===== config.mk =====
export PLATFORM = sky130hd
export DESIGN_NAME = btn_debounce4
export DESIGN_NICKNAME = d
export VERILOG_FILES = /design/src/rtl/btn_debounce4.sv
export SDC_FILE = /design/constraint.sdc
export NUM_CORES = 1
export LEC_CHECK = 0
export ABC_CLOCK_PERIOD_IN_PS = 2110
export BUFFER_PORTS_ARGS = -buffer_cell sky130_fd_sc_hd__buf_2
export CAP_MARGIN = 20
export CELL_PAD_IN_SITES_DETAIL_PLACEMENT = 1
export CELL_PAD_IN_SITES_GLOBAL_PLACEMENT = 1
export CORE_MARGIN = 2
export CORE_UTILIZATION = 40
export CTS_CLUSTER_DIAMETER = 50
export DETAILED_ROUTE_END_ITERATION = 8
export GPL_TIMING_DRIVEN = 0
export PLACE_DENSITY_LB_ADDON = 0.1
export SLEW_MARGIN = 20
export SYNTH_ARGS = -nofsm -noshare
export SYNTH_HDL_FRONTEND = slang
export SYNTH_SLANG_ARGS = --single-unit

===== constraint.sdc =====
create_clock -name clk -period 2.11 [get_ports clk]
set_input_delay 0.1055 -clock clk [delete_from_list [all_inputs] [get_ports clk]]
set_output_delay 0.1055 -clock clk [all_outputs]
set_load 0.02 [all_outputs]

===== src/rtl/btn_debounce4.sv =====
// Four-channel push-button conditioner: two-flop synchronizer, per-channel
// stability counter, debounced level and one-cycle rising-edge strobe.
module btn_debounce4 #(
  parameter int N_BTN     = 4,
  parameter int DB_CYCLES = 500000,
  parameter int CNT_W     = 20
) (
  input  logic             clk,
  input  logic             rst_n,
  input  logic [N_BTN-1:0] btn_raw,
  output logic [N_BTN-1:0] btn_level,
  output logic [N_BTN-1:0] btn_pulse
);

  // Counter value at which a persisting mismatch is accepted as the new level.
  localparam logic [CNT_W-1:0] CNT_LAST = CNT_W'(DB_CYCLES - 1);

  genvar gi;
  generate
    for (gi = 0; gi < N_BTN; gi++) begin : g_chan
      logic             sync1_q;
      logic             sync2_q;
      logic             level_q;
      logic             level_d;
      logic             pulse_q;
      logic             pulse_d;
      logic [CNT_W-1:0] cnt_q;
      logic [CNT_W-1:0] cnt_d;
      logic             mismatch;

      assign mismatch = sync2_q ^ level_q;

      // Any cycle without a mismatch clears the counter, so a bounce back to
      // the current level aborts the pending change.
      always_comb begin
        cnt_d   = '0;
        level_d = level_q;
        pulse_d = 1'b0;
        if (mismatch) begin
          if (cnt_q == CNT_LAST) begin
            level_d = sync2_q;
            pulse_d = sync2_q;
          end else begin
            cnt_d = cnt_q + CNT_W'(1);
          end
        end
      end

      always_ff @(posedge clk or negedge rst_n) begin
        if (!rst_n) begin
          sync1_q <= 1'b0;
          sync2_q <= 1'b0;
          cnt_q   <= '0;
          level_q <= 1'b0;
          pulse_q <= 1'b0;
        end else begin
          sync1_q <= btn_raw[gi];
          sync2_q <= sync1_q;
          cnt_q   <= cnt_d;
          level_q <= level_d;
          pulse_q <= pulse_d;
        end
      end

      assign btn_level[gi] = level_q;
      assign btn_pulse[gi] = pulse_q;
    end
  endgenerate

endmodule


==> results_dict.tcl <==
set metrics [dict create \
    slowest_delay_ns 0.59 \
    power.clock.fraction_pct 44.2 \
    io_pins 14 \
    syn-num-nets 471 \
    crit_path_top_delay_cell "or4_4" \
    wl_um 9940 \
    grt_use_total_pct 17.3 \
    clk_pin_slew_ns 0.07 \
    layout.area.seq_mm2 0.00240 \
    cts.sinks 96 \
    cts-root-buf "clkbuf_16" \
    ctsHtreeMaxLevel 3 \
    async_flop_share_pct 100 \
    ys.flop_type "dfrtp_1" \
    slew-limit-headroom_pct 63.1 \
    p_leak_uw 0.00219 \
    finalNetCount 512 \
    overflow 0 \
    status "completed" \
    maxCapViolations 0 \
    initial_core_util_pct 40.9 \
    yosysMostFrequentCell "dfrtp_1" \
    via_per_inst 5.27 \
    synth_top_area_share_pct 51.7 \
    ys_types 42 \
    clkLatencyLatePin_ns 0.34 \
    drive_above_1_share_pct 14.9 \
    multi_input_area_mm2 0.00218 \
    routedWlPerCell_um 15.3 \
    die_w_um 112 \
    drc 0 \
    swShare_pct 21.6 \
    hold_viol_final 0 \
    path_class "reg2reg" \
    seq_area_frac_synth_pct 51.7 \
    rsz0062_at_grt "no" \
    clock_path_buffers 2 \
    numCtsBuffers 9 \
    reg2reg_from "g_chan[0].cnt_q[0]" \
    reg2reg_to "g_chan[0].cnt_q[18]" \
    grt_antenna_before_repair 0 \
    nFillCells 1274 \
    comb_power_share_pct 3.9 \
    drt-pass1-iter-count 4 \
    ir_worst_vdd_mv 0.452 \
    fin_skew_ns 0.00869 \
    crit_path_end_kind "flop" \
    fp-row-count 39 \
    whs_ns 0.243 \
    die_y_um 112 \
    sequentialPowerShare_pct 51.9 \
    finalPower_uw 3650 \
    cp_max_fo 6 \
    critPathRequiredTime_ns 2.38 \
    grt_start_max_net_pins 52 \
    synth_largest_area_cell "dfrtp_1" \
    tightest_slew_ns 0.549 \
    hold_path_class "in2async" \
    drt_iter0_drc 91 \
    grt_pass1_vias 3703 \
    grt_pass1_wl_um 17600 \
    syn2layout_area_growth_pct 17.1 \
    power.density_mw_per_mm2 670 \
    r2r_cells 5 \
    vias 3414 \
    synth.area.top_cells "dfrtp_1 52%, xnor2_1 10%, nor2_1 6.1%" \
    synth_seq_cells 96 \
    internal_power_uw 2860 \
    finalCritPeriodShare_pct 94.0 \
    fmax_ghz 0.504 \
    finalCriticalPeriod_ns 1.98 \
    antenna_left 0 \
    yosys_warnings 0 \
    gp_congestion 0.791 \
    core-area_mm2 0.0114 \
    synth_edf_count 0 \
    dpl.hpwl_um 6830 \
    cp-start-kind "flop" \
    avgSynthCellArea_um2 10.1 \
    fin_util_pct 47.9 \
    placed_cell_area_mm2 0.00493 \
    final_area_mm2 0.00544 \
    antenna_cells 0 \
    path_cells "ha_4 -> nand4_4 -> or4_4 -> or4_1 -> a21oi_1" \
    r2r_slack_ns 0.13 \
    finalSetupViolations 0 \
    tritoncts "built" \
    p_switching_uw 790 \
    synth_cells 461 \
    final_max_slew_viol_count 0 \
    synthTopCellsByCount "96 x dfrtp_1, 75 x nor2_1, 53 x xnor2_1" \
    dieArea_mm2 0.0125 \
    arrival_ns 2.25 \
    port_buffers 13 \
    synthesis.area_mm2 0.00465 \
]
[power by group through the flow]
stage               registers (uW)  logic (uW)  clock network (uW)
floorplan                     1920        56.8                   0
global placement              1930         117                   0
detailed placement            1930         127                   0
CTS                           1890         141                1670
global route                  1900         166                1740
finish                        1890         144                1610
[metrics by stage]
step | setup slack [ns] | setup TNS, ns | cells
global route | 0.00363 | 0 | 648
floorplan | 0.186 | 0 | 461
detailed placement | -0.343 | -7.87 | 618
global placement | -0.196 | -13.21 | 617
finish | 0.126 | 0 | 648
CTS | 0.00678 | 0 | 639
[worst max-delay path, delay by kind of cell, from the launching register on]
kind | cells | cell delay (ns)
flops | 1 | 0.44
compound gates | 1 | 0.16
simple gates | 3 | 1.12
fa+ha+maj | 1 | 0.19
[logic make-up (layout without fill, tap and decap cells)]
group | count (synthesis) | count (layout) | synth area share, %
AOI/OAI and AO/OA | 24 | 24 | 3.47
xor gates and xnor gates | 64 | 64 | 12.1
adders and majority gates | 4 | 4 | 1.08
buffers and inverters | 33 | 77 | 3.45
DFF | 96 | 96 | 51.7
muxes | 7 | 7 | 1.62
and+or+nand+nor | 233 | 233 | 26.6
[layout by cell type (no fill, tap or decap), drive strengths merged, types with 4 or more instances in the layout]
| master | netlist | layout |
|---|---|---|
| or3 | 6 | 6 |
| dlygate4sd3 | 0 | 5 |
| clkbuf | 3 | 13 |
| and3 | 9 | 9 |
| nor4b | 6 | 6 |
| mux2 | 4 | 4 |
| o21ai | 8 | 8 |
| nor3 | 22 | 22 |
| and4 | 5 | 5 |
| nor4 | 18 | 18 |
| ha | 4 | 4 |
| dfrtp | 96 | 96 |
| or4 | 4 | 4 |
| buf | 12 | 38 |
| nand2 | 21 | 21 |
| nand4 | 27 | 27 |
| inv | 18 | 18 |
| xnor2 | 53 | 53 |
| nand3 | 25 | 25 |
| xor2 | 11 | 11 |
| nor2 | 75 | 75 |
| a21oi | 8 | 8 |
| nor3b | 6 | 6 |
[state kept, by name, indices dropped and copies added (netlist names)]
signal	flops
g_chan.sync2_q	4
g_chan.pulse_q	4
g_chan.level_q	4
g_chan.cnt_q	80
g_chan.sync1_q	4
[worst max path at each step]
| stage | cells after the start | slack (ns) | startpoint | endpoint |
|---|---|---|---|---|
| finish | 5 | 0.13 | g_chan[0].cnt_q[0] | g_chan[0].cnt_q[18] |
| global route | 4 | 0.004 | g_chan[2].cnt_q[8] | g_chan[2].cnt_q[17] |
| CTS | 5 | 0.007 | g_chan[0].cnt_q[0] | g_chan[0].cnt_q[18] |
| detailed placement | 5 | -0.34 | g_chan[0].cnt_q[14] | g_chan[0].cnt_q[10] |
| global placement | 5 | -0.20 | g_chan[0].cnt_q[0] | g_chan[0].cnt_q[9] |
| floorplan | 5 | 0.19 | g_chan[0].cnt_q[0] | g_chan[0].cnt_q[18] |
[cell type report]
cell class                      count  area share, %
Sequential cell                    96           44.1
Multi-Input combinational cell    332           40.1
Inverter                           18           1.24
Timing Repair Buffer               31           4.39
Buffer                             14           1.63
Clock buffer                       11           4.46
Tap cell                          143           3.29
Clock inverter                      3          0.804
[metal layers]
layer / up-vias / routed length, um / track usage [%]
met5: - / 0 / 0
met1: 1685 / 4870 / 22.8
met4: 0 / 182 / 7.16
met3: 13 / 155 / 2.61
li1: 1695 / - / -
met2: 21 / 4730 / 28.5
[timing repair]
action / CTS / global route
setup buffers: 2 / 10
cloned: 0 / 0
pin swaps: 2 / 1
resized for setup: 5 / 9
setup endpoints to repair: 48 / 27
hold endpoints to repair: 49 / 0
hold buffers: 5 / 0
(Power assumes the default switching activity.)
